===== config.mk =====
export PLATFORM = sky130hd
export DESIGN_NAME = shift_4094_chain_ctrl
export DESIGN_NICKNAME = d
export VERILOG_FILES = /design/src/rtl/shift_4094_pkg.sv /design/src/rtl/shift_4094_prescaler.sv /design/src/rtl/shift_4094_chain_ctrl.sv
export SDC_FILE = /design/constraint.sdc
export NUM_CORES = 1
export LEC_CHECK = 0
export CAP_MARGIN = 20
export CORE_MARGIN = 1.5
export CORE_UTILIZATION = 56
export CTS_CLUSTER_DIAMETER = 80
export DETAILED_ROUTE_END_ITERATION = 10
export PLACE_DENSITY = 0.86
export SYNTH_ARGS = -nofsm -noshare
export SYNTH_HDL_FRONTEND = slang
export SYNTH_SLANG_ARGS = --single-unit

===== constraint.sdc =====
create_clock -name i_clk -period 4.97 [get_ports i_clk]
set_input_delay 0.497 -clock i_clk [delete_from_list [all_inputs] [get_ports i_clk]]
set_output_delay 0.497 -clock i_clk [all_outputs]
set_load 0.01 [all_outputs]

===== src/rtl/shift_4094_pkg.sv =====
// Shared types for the CD4094 daisy-chain controller: the frame FSM state
// encoding and a helper that gives the length of one complete frame in clk cycles.
package shift_4094_pkg;

    typedef enum logic [2:0] {
        IDLE,
        LOAD,
        BIT_LO,
        BIT_HI,
        STROBE_HI,
        STROBE_LO
    } state_t;

    // One LOAD cycle, then two half periods per bit, then two strobe half periods.
    function automatic int frameCycles(input int chainLen, input int clkDiv);
        return 1 + (16 * chainLen + 2) * clkDiv;
    endfunction

endpackage


===== src/rtl/shift_4094_prescaler.sv =====
// Half-bit-period timebase for the 4094 chain controller. It counts
// 0..CLK_DIV-1 and raises o_half_tick on the terminal count. i_clear
// restarts the count, so a frame always begins on a fresh half period.
module shift_4094_prescaler
    import shift_4094_pkg::*;
#(
    parameter int CLK_DIV = 4
) (
    input  logic i_clk,
    input  logic i_rst_n,
    input  logic i_clear,
    output logic o_half_tick
);

    localparam int CNT_W = (CLK_DIV > 1) ? $clog2(CLK_DIV) : 1;

    logic [CNT_W-1:0] r_count;

    // Free-running modulo-CLK_DIV counter with a synchronous restart
    always_ff @(posedge i_clk) begin
        if (!i_rst_n || i_clear) begin
            r_count <= '0;
        end else if (r_count == CNT_W'(CLK_DIV - 1)) begin
            r_count <= '0;
        end else begin
            r_count <= r_count + 1'b1;
        end
    end

    assign o_half_tick = (r_count == CNT_W'(CLK_DIV - 1));

endmodule


===== src/rtl/shift_4094_chain_ctrl.sv =====
// Scheduler for a daisy chain of CHAIN_LEN CD4094 shift registers used as
// write-only outputs. Host writes land in a shadow byte per IC and mark the
// chain dirty; while dirty, the whole chain is streamed as one frame (IC
// CHAIN_LEN-1 first, MSB first) and latched with a single strobe.
// Optional feature: define SHIFT_4094_AUTO_REFRESH_EN to repaint the chain
// after REFRESH_CYCLES idle cycles.
module shift_4094_chain_ctrl
    import shift_4094_pkg::*;
#(
    parameter int CHAIN_LEN      = 2,
    parameter int IDX_W          = 1,
    parameter int CLK_DIV        = 4,
    parameter int REFRESH_CYCLES = 1000000
) (
    input  logic             i_clk,
    input  logic             i_rst_n,
    input  logic             i_wr_en,
    input  logic [IDX_W-1:0] i_wr_idx,
    input  logic [7:0]       i_wr_data,
    input  logic             i_flush,
    output logic             o_busy,
    output logic             o_frame_done,
    output logic             o_data_out,
    output logic             o_register_clock,
    output logic             o_strobe
);

    localparam int FRAME_BITS = 8 * CHAIN_LEN;
    localparam int BIT_W      = $clog2(FRAME_BITS);

    logic [FRAME_BITS-1:0] r_shadow;
    logic [FRAME_BITS-1:0] r_frame;
    logic                  r_dirty;
    state_t                r_state;
    logic [BIT_W-1:0]      r_bitCnt;

    logic w_halfTick;
    logic w_wrAccept;
    logic w_load;
    logic w_refreshHit;

    assign w_load = (r_state == LOAD);

    shift_4094_prescaler #(
        .CLK_DIV (CLK_DIV)
    ) u_prescaler (
        .i_clk       (i_clk),
        .i_rst_n     (i_rst_n),
        .i_clear     (w_load),
        .o_half_tick (w_halfTick)
    );

    // A write only counts when its index names a real IC in the chain
    always_comb begin
        w_wrAccept = 1'b0;
        for (int k = 0; k < CHAIN_LEN; k++) begin
            if (i_wr_en && (i_wr_idx == IDX_W'(k))) begin
                w_wrAccept = 1'b1;
            end
        end
    end

    // Shadow bytes, IC k occupying bits [8k+7:8k]
    always_ff @(posedge i_clk) begin
        if (!i_rst_n) begin
            r_shadow <= '0;
        end else begin
            for (int k = 0; k < CHAIN_LEN; k++) begin
                if (i_wr_en && (i_wr_idx == IDX_W'(k))) begin
                    r_shadow[k*8 +: 8] <= i_wr_data;
                end
            end
        end
    end

`ifdef SHIFT_4094_AUTO_REFRESH_EN
    localparam int REF_W = $clog2(REFRESH_CYCLES + 1);

    logic [REF_W-1:0] r_refreshCnt;

    assign w_refreshHit = (r_state == IDLE) && !r_dirty &&
                          (r_refreshCnt == REF_W'(REFRESH_CYCLES - 1));

    // Counts quiet idle cycles; any frame activity restarts the count
    always_ff @(posedge i_clk) begin
        if (!i_rst_n || (r_state != IDLE) || w_refreshHit) begin
            r_refreshCnt <= '0;
        end else if (!r_dirty) begin
            r_refreshCnt <= r_refreshCnt + 1'b1;
        end
    end
`else
    logic w_unusedRefresh;

    assign w_refreshHit    = 1'b0;
    assign w_unusedRefresh = (REFRESH_CYCLES == 0);
`endif

    // Dirty flag: starts set so reset paints zeros; a new request beats the LOAD clear
    always_ff @(posedge i_clk) begin
        if (!i_rst_n) begin
            r_dirty <= 1'b1;
        end else if (w_wrAccept || i_flush || w_refreshHit) begin
            r_dirty <= 1'b1;
        end else if (w_load) begin
            r_dirty <= 1'b0;
        end
    end

    // Frame FSM; every pin is a register so the board sees clean edges
    always_ff @(posedge i_clk) begin
        if (!i_rst_n) begin
            r_state          <= IDLE;
            r_frame          <= '0;
            r_bitCnt         <= '0;
            o_busy           <= 1'b0;
            o_frame_done     <= 1'b0;
            o_data_out       <= 1'b0;
            o_register_clock <= 1'b0;
            o_strobe         <= 1'b0;
        end else begin
            o_frame_done <= 1'b0;
            case (r_state)
                IDLE: begin
                    if (r_dirty) begin
                        o_busy  <= 1'b1;
                        r_state <= LOAD;
                    end
                end
                LOAD: begin
                    r_frame    <= r_shadow;
                    r_bitCnt   <= BIT_W'(FRAME_BITS - 1);
                    o_data_out <= r_shadow[FRAME_BITS-1];
                    r_state    <= BIT_LO;
                end
                BIT_LO: begin
                    if (w_halfTick) begin
                        o_register_clock <= 1'b1;
                        r_state          <= BIT_HI;
                    end
                end
                BIT_HI: begin
                    if (w_halfTick) begin
                        o_register_clock <= 1'b0;
                        if (r_bitCnt != '0) begin
                            r_bitCnt   <= r_bitCnt - 1'b1;
                            o_data_out <= r_frame[r_bitCnt - 1'b1];
                            r_state    <= BIT_LO;
                        end else begin
                            o_strobe <= 1'b1;
                            r_state  <= STROBE_HI;
                        end
                    end
                end
                STROBE_HI: begin
                    if (w_halfTick) begin
                        o_strobe <= 1'b0;
                        r_state  <= STROBE_LO;
                    end
                end
                STROBE_LO: begin
                    if (w_halfTick) begin
                        o_busy       <= 1'b0;
                        o_frame_done <= 1'b1;
                        r_state      <= IDLE;
                    end
                end
                default: begin
                    r_state <= IDLE;
                end
            endcase
        end
    end

endmodule


==> results.toml, run 1 <==
[synth]
synth_edf_count = 0
synth_area_sq_um = 2060
syn_inst = 237
synthesis.area_per_instance_sq_um = 8.68
synth.distinct_cells = 50
ys_ff_latch = 47
ys_dominant_reg_cell = "dfxtp_1"
syn_nets = 254
ys_seq_area_share_pct = 45.7
async_flop_share_pct = 0
synth-warning-count = 0

[clocking]
cts_max_level = 2
clock_sinks = 47
cts_resized = 0
cts_buffers = 5
cts_max_path_buffers = 2
insertion_delay_ns = 0.30
hold_buffers = 0
postCtsSetupBuffers = 0
cts.clk_slew.worst_paths_ns = 0.08
clockRootBuffer = "clkbuf_8"
cts_tree = "built"

[place]
postPlaceCellArea_sq_um = 2210
place_congestion = 0.799
port_buffers = 17
pre_cts_slack_ns = 2.87
place_hpwl_um = 2600

[power]
internal-power_mw = 0.676
comb_power_share_pct = 17.1
p_clk_share_pct = 35.5
ir_drop_mv = 0.258
p_leak_nw = 0.873
p_switching_mw = 0.231
switching_share_pct = 25.4
powerDensity_nw_per_um2 = 387
seqPwrFrac_pct = 47.4
power_mw = 0.907

[drt]
drc = 0
drt_first_pass_iters = 4
antenna_left = 0
dr.first_iter.drc_count = 94
vias = 1591
finalWirelength_um = 3740
wl_per_cell_um = 12.8
viasPerCell = 5.45

[global_route]
grt_util_all_layers_pct = 21.1
grt_antenna_before_repair = 0
first_global_vias = 1550
grt_max_degree = 45
grt_pass1_wl_um = 6690
overflow = 0

[cells_and_area]
n_antenna_cell = 0
nNetsFinal = 262
syn_to_final_growth_pct = 13.9
final_layout_size_suffix_gt1_share_pct = 7.32
final_area_sq_um = 2340

[die]
dieArea_sq_um = 4050
die_h_um = 63.6
die_w_um = 63.6
core_area_sq_um = 3440
row_count = 21
io_pins = 18
initial_core_util_pct = 59.8

[sta]
min_period_ns = 2.10
final.setup.tns_ns = 0
whs_ns = 0.457
finalClockSkew_ns = 0.00148
rsz0062_at_grt = "false"
tightest_slew_ns = 0.726
setup_viol = 0
layout_setup_ws_ns = 2.87
hold_violations = 0
slew_viol_final = 0
slew_headroom_pct = 51.4
fin_crit_sh_pct = 42.2
fmax_ghz = 0.477

[worst_hold_path]
hold_path.class = "flip-flop to flip-flop"
hold_depth = 2
whs_endpoint = "r_frame[6]"
hp-start = "r_frame[6]"

[status]
status = "finished, final reports clean"

[setup_path]
r2r_end = "r_bitCnt[0]"
rr_worst_depth = 6
crit_path_end_kind = "flip-flop"
criticalPathCategory = "flip-flop to flip-flop"
cp.required_ns = 5.14
r2r_slack_ns = 2.87
r2r-start = "r_bitCnt[0]"
cp.arrival_ns = 2.27
path_max_fanout = 11
critPathLaunchType = "flip-flop"

[job]
max_cap_viol_count = 0
[worst max path at each step]
stage / from / end / slack [ns] / depth (start not counted)
floorplan: r_bitCnt[0] / o_data_out / 3.33 / 7
global placement: r_bitCnt[0] / r_bitCnt[0] / 2.95 / 6
detailed placement: r_bitCnt[0] / r_bitCnt[0] / 2.87 / 6
CTS: r_bitCnt[0] / r_bitCnt[0] / 2.84 / 6
global route: r_bitCnt[0] / r_bitCnt[0] / 2.61 / 6
finish: r_bitCnt[0] / r_bitCnt[0] / 2.87 / 6
[stage by stage]
stage	cells	util [%]
2_1_floorplan	237	-
3_3_place_gp	284	64.2
3_5_place_dp	284	64.2
4_1_cts	292	68.1
5_1_grt	292	68.1
6_report	292	68.1
[cells by family (layout without fill, tap and decap cells)]
kind of cell,Yosys count,after routing,share of synthesized area (%)
mux,6,6,6.14
buf+inv,21,30,4.68
flops,47,47,45.7
compound gates,51,51,14.8
simple gates,106,106,25.4
fa+ha+maj,4,4,2.43
xor+xnor,2,2,0.852
[worst max-delay path, cell delays in order, from the launching register on]
cell	delay [ns]
dfxtp_1	0.53
inv_1	0.12
ha_1	0.22
nand4bb_1	0.16
nor3b_2	0.64
and3_1	0.26
nor3_1	0.04
[per-layer routing]
metal	global-route usage [%]	vias to the layer above	part of all wire, %
li1	-	826	-
met2	34.6	28	47
met4	8.70	0	0.99
met3	6.25	5	3.6
met1	25.9	732	48
met5	0	-	0
[cells in the final DEF (no fill, tap or decap), types with 2 or more instances in the layout]
| master | netlist | routed |
|---|---|---|
| dfxtp_1 | 47 | 47 |
| nor2b_1 | 3 | 3 |
| o21ai_0 | 2 | 2 |
| ha_1 | 4 | 4 |
| bufinv_16 | 0 | 2 |
| nand3_1 | 8 | 8 |
| nand2_1 | 64 | 64 |
| nand2b_1 | 4 | 4 |
| a21oi_1 | 38 | 38 |
| nor3_1 | 5 | 5 |
| clkdlybuf4s50_1 | 0 | 17 |
| nor2_1 | 6 | 6 |
| clkbuf_8 | 0 | 5 |
| mux4_1 | 4 | 4 |
| inv_1 | 3 | 3 |
[sequential cells by signal (all words and copies together), names as in the netlist]
signal / cells
o_frame_done: 1
r_dirty: 1
r_frame: 16
o_busy: 1
u_prescaler.r_count: 2
o_data_out: 1
o_register_clock: 1
r_state: 3
r_bitCnt: 4
r_shadow: 16
o_strobe: 1
[cells in the mapped netlist, types with 4 or more instances]
library cell	n	share of area [%]
nand3_1	8	1.9
nand2b_1	4	1.2
clkbuf_1	9	1.6
buf_2	4	0.97
mux4_1	4	5.1
dfxtp_1	47	46
ha_1	4	2.4
nand2_1	64	12
a21oi_1	38	9.2
nor3_1	5	1.2
nor2_1	6	1.1
[layout make-up]
type / instances / area, sq um
fillers: 287 / 1100
multi-input cells: 169 / 1020
flip-flops and latches: 47 / 941
repair buffers: 18 / 178
clock buffers: 6 / 72.6
clock inverters: 2 / 60.1
well taps: 46 / 57.6
inverters: 4 / 15.0
[power by group through the flow]
| stage | sequential [mW] | clock, mW | combinational [mW] |
|---|---|---|---|
| 2_1_floorplan | 0.425 | 0 | 0.135 |
| 5_1_grt | 0.435 | 0.347 | 0.176 |
| 4_1_cts | 0.430 | 0.330 | 0.156 |
| 3_3_place_gp | 0.437 | 0 | 0.153 |
| 3_5_place_dp | 0.439 | 0 | 0.155 |
| 6_report | 0.430 | 0.322 | 0.155 |
No activity file was read; power rests on OpenSTA's default activity.
==> run 2, diff against run 1 <==
Settings changed: CORE_UTILIZATION 56 to 51, PLACE_DENSITY 0.86 to 0.83.
Clock period 4.97 ns to 1.9 ns, I/O delays scaled along.
==> run 2 against run 1 <==
Critical path depth unchanged. Wire length grew 2.7%. Clock-buffer cell count is the same. Sequential share of layout area decreased by 1.0 points. Die area is 9.3% higher. Setup slack worse by 2.7 ns. Via count up 3.1%. Non-clock buffer count rose by 9. Clock power rose by 130%. Sequential power rose to 2.6 times the previous value. Register-to-register slack worse by 2.7 ns. Largest cell class unchanged.
==> results.toml, run 2 (synthesized netlist as in run 1, its figures left out) <==
[status]
status = "finished, final reports clean"

[drt]
viasPerCell = 5.41
top_layer = "met4"
finalWirelength_um = 3840
antenna_left = 0
met2_length_um = 1770
drc = 0
dr.first_iter.drc_count = 111
met1_length_um = 1820
dr_wl_met3_um = 199
wl_per_cell_um = 12.7
drt_first_pass_iters = 4
vias = 1640

[setup_path]
cp.arrival_ns = 1.94
critPathLaunchType = "flip-flop"
criticalPathCategory = "flip-flop to flip-flop"
crit_path_end_kind = "flip-flop"
slowest_delay_ns = 0.38
worstPathCellList = "inv_1, ha_1, mux4_1, mux2_2, nand4_1, o221ai_2"
cp.required_ns = 2.09
slowest_stage = "dfxtp_1"
path_max_fanout = 5

[sta]
hold_violations = 0
finalClockSkew_ns = 0.00195
setup_viol = 0
rsz0062_at_grt = "false"
fin_crit_sh_pct = 92.3
slew_viol_final = 0
slew_headroom_pct = 65.9
tightest_slew_ns = 0.510
final.setup.tns_ns = 0
fmax_ghz = 0.571
min_period_ns = 1.75

[cells_and_area]
layout_commonest_cell = "nand2_1"
syn_to_final_growth_pct = 16.9
final_layout_size_suffix_gt1_share_pct = 11.0
fillers = 312
n_antenna_cell = 0
largestRegisters = "r_frame (16), r_shadow (16), r_bitCnt (4)"
nNetsFinal = 271
most-common-layout-cells = "nand2_1, dfxtp_1, a21oi_1"

[worst_hold_path]
hold_path.class = "flip-flop to flip-flop"

[die]
row_count = 22
initial_core_util_pct = 54.5
io_pins = 18
core_area_sq_um = 3770
die_w_um = 66.5
dieArea_sq_um = 4420
die_h_um = 66.5

[clocking]
insertion_delay_ns = 0.29
cts_buffers = 5
cts_max_level = 2
hold_buffers = 0
clockRootBuffer = "clkbuf_8"
clock_sinks = 47
cts_tree = "built"
cts.clk_slew.worst_paths_ns = 0.08
cts_max_path_buffers = 2

[power]
powerDensity_nw_per_um2 = 967
seqPwrFrac_pct = 47.9
p_leak_nw = 0.915
internal-power_mw = 1.71
power_mw = 2.33
switching_share_pct = 26.7
p_clk_share_pct = 31.9
ir_drop_mv = 0.607
p_switching_mw = 0.621
comb_power_share_pct = 20.2

[global_route]
grt_pass1_wl_um = 6710
overflow = 0
grt_util_all_layers_pct = 20.2
grt_max_degree = 33
first_global_vias = 1526
grt_antenna_before_repair = 0

[job]
max_cap_viol_count = 0

[place]
place_hpwl_um = 2710
place_congestion = 0.796
port_buffers = 17
[run 2: changes by cell type in the layout (fill, tap and decap cells not counted)]
cell       previous run  this run
nor3b_4               0         1
clkbuf_1              1         0
bufinv_16             2         1
clkinv_2              0         1
clkbuf_8              5         6
buf_4                 1        10
nor3b_2               1         0
[run 2: path summary, 6_finish.rpt]
path                from     endpoint  slack (ns)  cells after the start
max          r_bitCnt[1]   o_data_out        0.15                      6
min reg2reg  r_frame[15]  r_frame[15]        0.45                      2
max reg2reg  r_bitCnt[1]   o_data_out        0.15                      6
min          r_frame[15]  r_frame[15]        0.45                      2
[run 2: power by group through the flow]
stage / combinational (mW) / sequential [mW] / clock [mW]
2_1_floorplan: 0.353 / 1.11 / 0
3_3_place_gp: 0.441 / 1.13 / 0
3_5_place_dp: 0.452 / 1.14 / 0
4_1_cts: 0.458 / 1.11 / 0.763
5_1_grt: 0.523 / 1.13 / 0.800
6_report: 0.470 / 1.11 / 0.743
[run 2: what timing repair did]
action                                  in CTS  in global routing
setup buffers                                0                  1
gates resized for setup                      0                  1
endpoints found under the setup margin       0                  1
hold endpoints to repair                     0                  0
[run 2: through the flow]
| stage | instances | hold slack, ns | util (%) | setup slack (ns) | instance area, sq um |
|---|---|---|---|---|---|
| CTS | 302 | 0.457 | 63.4 | 0.107 | 2390 |
| global placement | 294 | 0.438 | 60.3 | 0.177 | 2270 |
| detailed placement | 294 | 0.442 | 60.3 | 0.133 | 2270 |
| global route | 303 | 0.473 | 63.8 | 0.0155 | 2400 |
| floorplan | 237 | 0.293 | - | 0.262 | 2060 |
| finish | 303 | 0.455 | 63.8 | 0.147 | 2400 |
[run 2: routing by layer]
metal,global-route usage (%),vias up
met2,32.6,45
met1,25.4,734
met4,7.91,0
met5,0,-
met3,5.74,7
li1,-,854
[run 2: layout make-up]
cell class              count  area [sq um]  area share [%]
multi-input cells         169          1030            42.7
well taps                  48          60.1            2.50
clock inverters             2          35.0            1.46
flip-flops and latches     47           941            39.1
inverters                   4          15.0           0.624
clock buffers               6          82.6            3.43
repair buffers             27           245            10.2
[run 2: critical path, delay by kind of cell, from the launching register on]
kind | cells | cell delay (ns)
buf+inv | 1 | 0.08
mux | 2 | 0.62
compound gates | 1 | 0.08
flops | 1 | 0.38
simple gates | 1 | 0.10
fa+ha+maj | 1 | 0.38
